[src/rtl/key_step_sel_pkg.sv]
// Shared definitions for the key stepper: filter state encoding,
// 50 MHz default timing constants and a counter-width helper.
package key_step_pkg;

    // Debounce window: 20 ms at 50 MHz.
    localparam int CNT_FILT_50M = 999_999;
    // Auto-step period minus one: 0.5 s at 50 MHz.
    localparam int CNT_STEP_50M = 24_999_999;

    typedef enum logic [1:0] {
        IDLE    = 2'd0,
        FILT_DN = 2'd1,
        HELD    = 2'd2,
        FILT_UP = 2'd3
    } filt_state_e;

    // Bits needed to hold 0..max_val; never less than one bit.
    function automatic int cnt_width(input int max_val);
        return (max_val < 1) ? 1 : $clog2(max_val + 1);
    endfunction

endpackage

[src/rtl/key_step_sel_if.sv]
// Signal bundle between the key stepper and its environment.
// There is no valid/ready handshake on this bundle: key_flag and step are
// single-cycle pulses with no back-pressure, a/b/c are a registered level
// index, and key_in/auto_en are free-running levels sampled every clock.
interface key_step_sel_if;
    logic       key_in;
    logic       auto_en;
    logic       a;
    logic       b;
    logic       c;
    logic       key_flag;
    logic       step;
    logic [1:0] filt_state;

    modport slave (
        input  key_in, auto_en,
        output a, b, c, key_flag, step, filt_state
    );

    modport master (
        output key_in, auto_en,
        input  a, b, c, key_flag, step, filt_state
    );
endinterface

[src/rtl/key_step_sel_filter.sv]
// Reusable push-button debouncer: 2-flop synchroniser, 4-state filter FSM
// and a registered one-cycle key_flag per accepted press (active-low key).
module key_filter
    import key_step_pkg::*;
#(
    parameter int CNT_FILT = CNT_FILT_50M
) (
    input  logic        clk,
    input  logic        rst,
    input  logic        key_in,
    output logic        key_flag,
    output filt_state_e state
);
    localparam int             FW       = cnt_width(CNT_FILT);
    localparam logic [FW-1:0]  FILT_MAX = FW'(CNT_FILT);

    logic          sync1_q, sync2_q;
    logic          key_s;
    filt_state_e   state_q, state_d;
    logic [FW-1:0] cnt_f_q, cnt_f_d;
    logic          flag_q, flag_d;

    assign key_s = sync2_q;

    // Synchronise the raw key; idle level (released) is high.
    always_ff @(posedge clk or posedge rst) begin
        if (rst) begin
            sync1_q <= 1'b1;
            sync2_q <= 1'b1;
        end else begin
            sync1_q <= key_in;
            sync2_q <= sync1_q;
        end
    end

    // Filter state, window counter and press flag registers.
    always_ff @(posedge clk or posedge rst) begin
        if (rst) begin
            state_q <= IDLE;
            cnt_f_q <= '0;
            flag_q  <= 1'b0;
        end else begin
            state_q <= state_d;
            cnt_f_q <= cnt_f_d;
            flag_q  <= flag_d;
        end
    end

    // Next state: a level must hold for the whole window to be accepted;
    // any sample of the opposite level abandons the window.
    always_comb begin
        state_d = state_q;
        cnt_f_d = cnt_f_q;
        flag_d  = 1'b0;
        case (state_q)
            IDLE: begin
                cnt_f_d = '0;
                if (!key_s) state_d = FILT_DN;
            end
            FILT_DN: begin
                if (key_s) begin
                    state_d = IDLE;
                end else if (cnt_f_q == FILT_MAX) begin
                    state_d = HELD;
                    flag_d  = 1'b1;
                end else begin
                    cnt_f_d = cnt_f_q + 1'b1;
                end
            end
            HELD: begin
                cnt_f_d = '0;
                if (key_s) state_d = FILT_UP;
            end
            FILT_UP: begin
                if (!key_s) begin
                    state_d = HELD;
                end else if (cnt_f_q == FILT_MAX) begin
                    state_d = IDLE;
                end else begin
                    cnt_f_d = cnt_f_q + 1'b1;
                end
            end
            default: begin
                state_d = IDLE;
                cnt_f_d = '0;
            end
        endcase
    end

    assign key_flag = flag_q;
    assign state    = state_q;

endmodule

[src/rtl/key_step_sel.sv]
// 3-bit select generator for a 3-to-8 decoder: the index advances on each
// debounced press or on each auto-step tick; {a,b,c} = index, a is the MSB.
module key_step_sel
    import key_step_pkg::*;
#(
    parameter int CNT_FILT = CNT_FILT_50M,
    parameter int CNT_STEP = CNT_STEP_50M
) (
    input  logic           sys_clk,
    input  logic           sys_rst,
    key_step_sel_if.slave  bus
);
    localparam int            SW       = cnt_width(CNT_STEP);
    localparam logic [SW-1:0] STEP_MAX = SW'(CNT_STEP);

    logic          key_flag;
    filt_state_e   filt_state;
    logic          tick;
    logic [SW-1:0] cnt_s_q, cnt_s_d;
    logic [2:0]    idx_q, idx_d;
    logic          step_q, step_d;

    key_filter #(.CNT_FILT(CNT_FILT)) u_key_filter (
        .clk      (sys_clk),
        .rst      (sys_rst),
        .key_in   (bus.key_in),
        .key_flag (key_flag),
        .state    (filt_state)
    );

    // Tick is gated by auto_en so dropping it suppresses a tick at once.
    assign tick = bus.auto_en && (cnt_s_q == STEP_MAX);

    // Prescaler restarts on disable, on its own tick and on a key step;
    // the index takes one step even when key and tick coincide.
    always_comb begin
        cnt_s_d = cnt_s_q + 1'b1;
        idx_d   = idx_q;
        step_d  = key_flag || tick;
        if (!bus.auto_en || tick || key_flag) cnt_s_d = '0;
        if (key_flag || tick) idx_d = idx_q + 3'd1;
    end

    // Prescaler, index and step pulse registers.
    always_ff @(posedge sys_clk or posedge sys_rst) begin
        if (sys_rst) begin
            cnt_s_q <= '0;
            idx_q   <= 3'd0;
            step_q  <= 1'b0;
        end else begin
            cnt_s_q <= cnt_s_d;
            idx_q   <= idx_d;
            step_q  <= step_d;
        end
    end

    assign bus.a          = idx_q[2];
    assign bus.b          = idx_q[1];
    assign bus.c          = idx_q[0];
    assign bus.key_flag   = key_flag;
    assign bus.step       = step_q;
    assign bus.filt_state = filt_state;

endmodule
[src/flat_wrapper.sv]
// flat-port wrapper written by rule: the top's interface ports become plain ports
module key_step_sel_flat import key_step_pkg::*;
#(
    parameter int CNT_FILT = CNT_FILT_50M,
    parameter int CNT_STEP = CNT_STEP_50M
)
  (sys_clk, sys_rst, bus_key_in, bus_auto_en, bus_a, bus_b, bus_c, bus_key_flag, bus_step, bus_filt_state);
  key_step_sel_if bus_i ();
  input  logic sys_clk;
  input  logic sys_rst;
  input wire logic [$bits(bus_i.key_in)-1:0] bus_key_in;
  input wire logic [$bits(bus_i.auto_en)-1:0] bus_auto_en;
  output wire logic [$bits(bus_i.a)-1:0] bus_a;
  output wire logic [$bits(bus_i.b)-1:0] bus_b;
  output wire logic [$bits(bus_i.c)-1:0] bus_c;
  output wire logic [$bits(bus_i.key_flag)-1:0] bus_key_flag;
  output wire logic [$bits(bus_i.step)-1:0] bus_step;
  output wire logic [$bits(bus_i.filt_state)-1:0] bus_filt_state;
  assign bus_i.key_in = bus_key_in;
  assign bus_i.auto_en = bus_auto_en;
  assign bus_a = bus_i.a;
  assign bus_b = bus_i.b;
  assign bus_c = bus_i.c;
  assign bus_key_flag = bus_i.key_flag;
  assign bus_step = bus_i.step;
  assign bus_filt_state = bus_i.filt_state;
  key_step_sel #(.CNT_FILT(CNT_FILT), .CNT_STEP(CNT_STEP)) u_core (.sys_clk(sys_clk), .sys_rst(sys_rst), .bus(bus_i));
endmodule
[config.mk]
export PLATFORM = sky130hd
export DESIGN_NAME = key_step_sel_flat
export DESIGN_NICKNAME = d
export VERILOG_FILES = /design/src/rtl/key_step_sel_pkg.sv /design/src/rtl/key_step_sel_if.sv /design/src/rtl/key_step_sel_filter.sv /design/src/rtl/key_step_sel.sv /design/src/flat_wrapper.sv
export SDC_FILE = /design/constraint.sdc
export NUM_CORES = 1
export LEC_CHECK = 0
export ABC_AREA = 1
export ABC_CLOCK_PERIOD_IN_PS = 4850
export CAP_MARGIN = 0
export CELL_PAD_IN_SITES_DETAIL_PLACEMENT = 0
export CELL_PAD_IN_SITES_GLOBAL_PLACEMENT = 1
export CORE_MARGIN = 4
export CORE_UTILIZATION = 45
export DETAILED_ROUTE_END_ITERATION = 12
export PLACE_DENSITY_LB_ADDON = 0.25
export SYNTH_ARGS = -nofsm -noshare
export SYNTH_HDL_FRONTEND = slang
export SYNTH_SLANG_ARGS = --single-unit
[constraint.sdc]
create_clock -name sys_clk -period 4.85 [get_ports sys_clk]
set_clock_uncertainty 0.2 [all_clocks]
set_input_delay 0.7275 -clock sys_clk [delete_from_list [all_inputs] [get_ports sys_clk]]
set_output_delay 0.7275 -clock sys_clk [all_outputs]
set_load 0.05 [all_outputs]
==> results.txt, run 1 <==
----------------------------------------------------
[Logic synthesis]
  Ys flop type ... dfrtp_1
  Syn nets ... 449
  Synth warnings ... 0
  Synthesized area divided by synthesized cell count ... 7.15 µm²
  Summed instance area of the synthesized netlist ... 3160 µm²
  Number of distinct library cells after synthesis ... 29
  EDFF count, synth ... 0
  Post-synthesis sequential element count ... 54
  Gate Count Post-Synth ... 442
  Post-synthesis sequential area ratio ... 42.8%
  Async SR Flop Fraction ... 100%

[Floorplan]
  Initial core utilization ... 46.5%
  DIE HEIGHT ... 91.8 µm
  DIE WIDTH ... 91.8 µm
  Floorplan die area ... 8430 µm²
  Count of standard-cell rows ... 30
  Core area ... 6790 µm²
  Number of top-level pins ... 11

[Critical path]
  Worst reg2reg setup slack ... 2.61 ns
  Bufs and invs on worst path ... 1
  Largest delay share family, worst path ... buffers and inverters
  R2r endpoint ... u_core.cnt_s_q[19]$_DFF_PP0_
  Slowest stage cell on the critical path ... clkdlybuf4s50_1
  Slowest stage delay, CP ... 0.93 ns
  Req. time, crit path ... 3.92 ns
  Type of element launching the critical path ... register
  Critical path peak fanout ... 18
  Reg2reg start ... u_core.cnt_s_q[0]$_DFF_PP0_
  Crit Path Class ... register to primary output
  Number of cells on the worst reg-to-reg path ... 8
  Crit path arrival time ... 2.01 ns
  Cell-by-cell listing of the critical path ... clkdlybuf4s50_1
  Worst setup EP type ... primary output

[STA]
  Highest clock frequency the design can meet ... 340 MHz
  Setup repair after global routing missed its margin ... no
  Number of hold violations in the final report ... 0
  Slew HR ... 51.2%
  Crit share post-route ... 60.7%
  Number of slew-limit violations in the final report ... 0
  Final-layout setup total negative slack ... 0 ns
  Least setup slack across all paths after layout ... 1.91 ns
  Post-layout minimum cycle time ... 2.94 ns
  Worst Tran Pin Value ... 0.724 ns
  Setup-violating endpoint count in the final report ... 0

[Layout]
  Commonest non-fill, non-tap cells in the layout ... nand2_1, nor2_1, dfrtp_1
  Proportion of layout cells with a drive suffix above 1 ... 5.49%
  Area growth from synthesis to layout ... 9.78%
  Ant. Diodes ... 0
  Final Util ... 51.1%
  Number of nets in the layout ... 461
  Most frequent standard cell in the layout excluding fill and tap cells ... nand2_1

[Routing]
  Drt first-iter violations ... 140
  Number of iterations in the first detailed-routing pass ... 4
  Wire length on met3 ... 271 µm
  Routed wire length ... 7.13 mm
  Routed wire length per instance ... 12.9 µm
  Post-route met1 wirelength ... 3.87 mm
  Uppermost layer routed ... met4
  Routed length on met2 ... 2.92 mm
  Number of design rule violations left after detail routing ... 0
  Post-detailed-route count of antenna-violating nets ... 0
  Vias per cell ... 4.96
  Vias ... 2733

[Place]
  Routability congestion estimate ... 0.861
  Dpl ws ... 2.27 ns
  Count of input and output buffers ... 10
  HPWL reported at the end of detailed placement ... 5.19 mm

[Clock network]
  Setup repair bufs after CTS ... 0
  TritonCTS clock tree ... built
  H-tree depth ... 2
  Cts bufs inserted ... 5
  Post-CTS Hold Fix Bufs ... 0
  Maximum number of buffers from clock root to sink ... 2
  Cells resized by post-CTS repair ... 0
  Skew-Pair Late Insertion Delay ... 0.31 ns
  Clock transition at the registers of the reported paths ... 0.11 ns
  Clk sink count ... 54
  Cell chosen for the clock root ... clkbuf_8

[Pwr]
  Power per Cell Area ... 236 nW/µm²
  Static Leakage ... 1.54 nW
  Worst ir drop on vdd ... 0.000141 V
  Total power draw ... 0.818 mW

[Worst hold path]
  Class of the worst hold path ... register to register
  Worst Hold Endpoint ... u_core.u_key_filter.key_s$_DFF_PP1_
  Critical hold path startpoint ... u_core.u_key_filter.sync1_q$_DFF_PP1_
  Depth of the worst hold-timing path ... 0

[Global route]
  Maximum number of pins on one net before global-route repair ... 55
  GRT Residual Overflow ... 0
  Number of global-route vias before repair ... 2505
  Total Routing Usage GR ... 18.1%
  Initial antenna violation count ... 0
  Wire length of the first global-routing pass ... 12.4 mm

[Flow run]
  Total of max-cap violations ... 0

[Status]
  Outcome ... completed

----------------------------------------------------
layer usage:
layer  global-route usage (%)  up-vias
met5                        0        -
met4                     4.08        0
met3                     2.71        5
met2                     24.9       44
met1                     29.4     1275
li1                         -     1409
worst max path at each step:
stage / endpoint / slack [ns] / startpoint / cells after the start
6_report: bus_filt_state[0] / 1.91 / u_core.u_key_filter.state[0]$_DFFE_PP0P_ / 1
4_1_cts: bus_filt_state[0] / 1.91 / u_core.u_key_filter.state[0]$_DFFE_PP0P_ / 1
3_3_place_gp: bus_filt_state[0] / 2.27 / u_core.u_key_filter.state[0]$_DFFE_PP0P_ / 1
3_5_place_dp: bus_filt_state[0] / 2.27 / u_core.u_key_filter.state[0]$_DFFE_PP0P_ / 1
2_1_floorplan: async pin / 2.61 / sys_rst / 1
5_1_grt: bus_filt_state[0] / 1.83 / u_core.u_key_filter.state[0]$_DFFE_PP0P_ / 1
cell type report:
class	count	area, µm²
Clock buffer	5	68.8
Multi-Input combinational cell	339	1610
Sequential cell	54	1350
Inverter	43	161
Fill cell	688	3320
Tap cell	96	120
Timing Repair Buffer	11	108
Clock inverter	3	47.5
sequential cells by signal, summed over array words and instances, names as in the netlist, named ones only:
| signal | flops |
|---|---|
| u_core.bus.step | 1 |
| u_core.cnt_s_q | 25 |
| u_core.idx_q | 3 |
| u_core.u_key_filter.cnt_f_q | 20 |
| u_core.u_key_filter.key_flag | 1 |
| u_core.u_key_filter.key_s | 1 |
| u_core.u_key_filter.state | 1 |
| u_core.u_key_filter.sync1_q | 1 |
power by group:
group          internal [mW]  switching [mW]  total (mW)
registers              0.455         0.00754       0.463
logic                0.00970          0.0270      0.0367
clock network          0.157           0.161       0.318
cells by family (layout without fill, tap and decap cells):
group           Yosys count  in the layout  share of synthesized area [%]
buf+inv                  49             62                           6.22
xor+xnor                 24             24                           6.65
flops                    54             54                           42.8
fa+ha+maj                 3              3                           1.19
simple gates            303            303                           41.7
compound gates            9              9                           1.43
synth_stat cells, types with 3 or more instances:
cell type    n  area (µm²)
nand4_1     16         100
nand2_1    150         563
ha_1         3        37.5
nand3_1     30         150
inv_1       41         154
o21ai_0      6        30.0
nor3_1      11        55.1
nor3b_1      3        22.5
buf_2        4        20.0
nor2_1      79         297
dfrtp_1     52        1300
xnor2_1      4        35.0
xor2_1      20         175
nand3_2      4        40.0
stage by stage:
stage / std cells / hold WS, ns / instance area, µm²
global route: 551 / 0.168 / 3470
finish: 551 / 0.164 / 3470
CTS: 551 / 0.166 / 3470
global placement: 543 / 0.148 / 3350
detailed placement: 543 / 0.149 / 3350
floorplan: 442 / 0.145 / 3160
(Power assumes the default switching activity.)
==> run 2, diff against run 1 <==
--- a/config.mk
+++ b/config.mk
@@ -6,7 +6,7 @@
 export NUM_CORES = 1
 export LEC_CHECK = 0
 export ABC_AREA = 1
-export ABC_CLOCK_PERIOD_IN_PS = 4850
+export ABC_CLOCK_PERIOD_IN_PS = 3000
 export CAP_MARGIN = 0
 export CELL_PAD_IN_SITES_DETAIL_PLACEMENT = 0
 export CELL_PAD_IN_SITES_GLOBAL_PLACEMENT = 1
==> constraint.sdc (replaced) <==
create_clock -name sys_clk -period 3 [get_ports sys_clk]
set_clock_uncertainty 0.2 [all_clocks]
set_input_delay 0.45 -clock sys_clk [delete_from_list [all_inputs] [get_ports sys_clk]]
set_output_delay 0.45 -clock sys_clk [all_outputs]
set_load 0.05 [all_outputs]
==> run 2 against run 1 <==
Net effect: global-route usage grew 0.68 points; count of clock-buffer cells in the layout grew 1; sequential share of layout area shrank 0.11 points; combinational power grew 83%; clock power grew 41%; worst hold slack is essentially flat; final cell count grew 0.36%; largest cell class unchanged.
==> results.txt, run 2 (synthesized netlist as in run 1, its figures left out) <==
----------------------------------------------------
[Critical path]
  Slowest stage cell on the critical path ... clkdlybuf4s50_1
  Req. time, crit path ... 2.35 ns (-1.57 ns)
  Crit path arrival time ... 1.72 ns (-0.29 ns)
  Bufs and invs on worst path ... 2 (+1)
  Type of element launching the critical path ... register
  Critical path peak fanout ... 18 (unchanged)
  Worst reg2reg setup slack ... 0.74 ns (-1.87 ns)
  Largest delay share family, worst path ... buffers and inverters
  Reg2reg start ... u_core.cnt_s_q[0]$_DFF_PP0_
  End of the critical path ... bus_filt_state[0]
  R2r endpoint ... u_core.cnt_s_q[16]$_DFF_PP0_
  Cell-by-cell listing of the critical path ... buf_4, clkdlybuf4s50_1
  Worst setup EP type ... primary output
  CP startpoint ... u_core.u_key_filter.state[0]$_DFFE_PP0P_
  Total number of cells along the worst setup path ... 2 (+1)
  Crit Path Class ... register to primary output
  Number of cells on the worst reg-to-reg path ... 8 (unchanged)
  Slowest stage delay, CP ... 0.84 ns (-0.09 ns)

[Layout]
  Most frequent standard cell in the layout excluding fill and tap cells ... nand2_1
  Area growth from synthesis to layout ... 10.1%
  Register with the most flip-flops ... u_core.cnt_s_q
  Commonest non-fill, non-tap cells in the layout ... nand2_1, nor2_1, dfrtp_1
  Largest register FFs ... 25 (unchanged)
  Ant. Diodes ... 0 (unchanged)
  Final Util ... 51.2% (+0.15 points)
  Registers with the most flip-flops ... u_core.cnt_s_q x25, u_core.u_key_filter.cnt_f_q x20, u_core.idx_q x3
  Proportion of layout cells with a drive suffix above 1 ... 5.91% (+0.41 points)
  Number of nets in the layout ... 463 (+0.43%)
  Final standard cell area without fillers ... 3480 µm² (+0.29%)

[Floorplan]
  Number of top-level pins ... 11 (unchanged)
  Floorplan die area ... 8430 µm² (unchanged)
  DIE WIDTH ... 91.8 µm (unchanged)
  Initial core utilization ... 46.5% (unchanged)
  Core area ... 6790 µm² (unchanged)
  Count of standard-cell rows ... 30 (unchanged)
  DIE HEIGHT ... 91.8 µm (unchanged)

[Global route]
  Total Routing Usage GR ... 18.8% (+0.68 points)
  Global-route track usage on met3 ... 3.04% (+0.33 points)
  Number of global-route vias before repair ... 2624 (+4.8%)
  Wire length of the first global-routing pass ... 12.6 mm (+1.5%)
  Initial antenna violation count ... 0 (unchanged)
  Fraction of met2 tracks used by global routing ... 26.3% (+1.4 points)
  Global-route track usage on met1 ... 29.6% (+0.16 points)
  Maximum number of pins on one net before global-route repair ... 34 (-38%)
  Routing layer with the top usage in global route ... met1
  GRT Residual Overflow ... 0 (unchanged)

[Clock network]
  Clk sink count ... 54 (unchanged)
  Cells resized by post-CTS repair ... 0 (unchanged)
  TritonCTS clock tree ... built
  Cell chosen for the clock root ... clkbuf_8
  Cts bufs inserted ... 5 (unchanged)
  Maximum number of buffers from clock root to sink ... 2 (unchanged)
  Clock transition at the registers of the reported paths ... 0.10 ns (about the same)
  Setup repair bufs after CTS ... 0 (unchanged)
  H-tree depth ... 2 (unchanged)
  Post-CTS Hold Fix Bufs ... 0 (unchanged)
  Skew-Pair Late Insertion Delay ... 0.32 ns (about the same)

[Routing]
  Post-detailed-route count of antenna-violating nets ... 0 (unchanged)
  Vias ... 2720 (-0.48%)
  Routed wire length ... 7.14 mm (about the same)
  Number of iterations in the first detailed-routing pass ... 4 (unchanged)
  Drt first-iter violations ... 216 (+54%)
  Vias per cell ... 4.92 (-0.84%)
  Number of design rule violations left after detail routing ... 0 (unchanged)
  Routed wire length per instance ... 12.9 µm (-0.26%)

[STA]
  Number of slew-limit violations in the final report ... 0 (unchanged)
  Final-layout setup total negative slack ... 0 ns (unchanged)
  Setup repair after global routing missed its margin ... no
  Setup-violating endpoint count in the final report ... 0 (unchanged)
  Worst Tran Pin Value ... 0.623 ns (-0.101 ns)
  Highest clock frequency the design can meet ... 422 MHz
  Slew HR ... 58.2% (+6.9 points)
  Crit share post-route ... 79.1%
  Post-layout minimum cycle time ... 2.37 ns
  Number of hold violations in the final report ... 0 (unchanged)

[Pwr]
  Power per Cell Area ... 362 nW/µm² (+54%)
  Static Leakage ... 1.54 nW (+0.19%)
  Total power draw ... 1.26 mW (+54%)
  Worst ir drop on vdd ... 0.000207 V (+47%)

[Status]
  Outcome ... completed

[Place]
  Count of input and output buffers ... 10 (unchanged)
  Cell Area, Placed ... 3380 µm² (+0.82%)
  Routability congestion estimate ... 0.873 (+1.4%)
  HPWL reported at the end of detailed placement ... 5.34 mm (+2.7%)

[Flow run]
  Total of max-cap violations ... 0 (unchanged)

[Worst hold path]
  Class of the worst hold path ... register to register

----------------------------------------------------
## run 2: layout make-up
type                       count  area, µm²
timing repair buffer          13        135
tap                           96        120
clock buffer                   6       82.6
clock inverter                 2       16.3
sequential                    54       1350
multi-input combinational    339       1610
inverter                      43        161
fill                         675       3310
## run 2: worst min path at each step
stage,startpoint,endpoint,cells past startpoint
after global placement,u_core.u_key_filter.sync1_q$_DFF_PP1_,u_core.u_key_filter.key_s$_DFF_PP1_,0
after global routing,u_core.u_key_filter.sync1_q$_DFF_PP1_,u_core.u_key_filter.key_s$_DFF_PP1_,0
final,u_core.u_key_filter.sync1_q$_DFF_PP1_,u_core.u_key_filter.key_s$_DFF_PP1_,0
after CTS,u_core.u_key_filter.sync1_q$_DFF_PP1_,u_core.u_key_filter.key_s$_DFF_PP1_,0
after detailed placement,u_core.u_key_filter.sync1_q$_DFF_PP1_,u_core.u_key_filter.key_s$_DFF_PP1_,0
after floorplan,u_core.u_key_filter.sync1_q$_DFF_PP1_,u_core.u_key_filter.key_s$_DFF_PP1_,0
## run 2: through the flow
stage          setup slack [ns]  hold WS [ns]  cells
2_1_floorplan              1.04         0.145    442
3_3_place_gp              0.790         0.152    545
3_5_place_dp              0.770         0.150    545
4_1_cts                   0.607         0.167    553
5_1_grt                   0.506         0.176    553
6_report                  0.628         0.164    553
## run 2: routing by layer
metal	up-vias	part of all wire, %
met5	-	0
met4	0	1.2
met3	7	5.5
met2	60	40
met1	1247	53
li1	1406	-
## run 2: worst reg2reg max path, stage by stage (launching register included)
cell	delay, ns
dfrtp_1	0.46
ha_1	0.29
nand3_2	0.13
inv_1	0.12
nand2_2	0.11
nor3_2	0.23
nand2_1	0.11
nand3_2	0.38
nor2_1	0.11
## run 2: report_power, final
| part | switching, mW | internal (mW) |
|---|---|---|
| clock | 0.258 | 0.191 |
| sequential | 0.00763 | 0.736 |
| combinational | 0.0480 | 0.0191 |
| total | 0.313 | 0.946 |
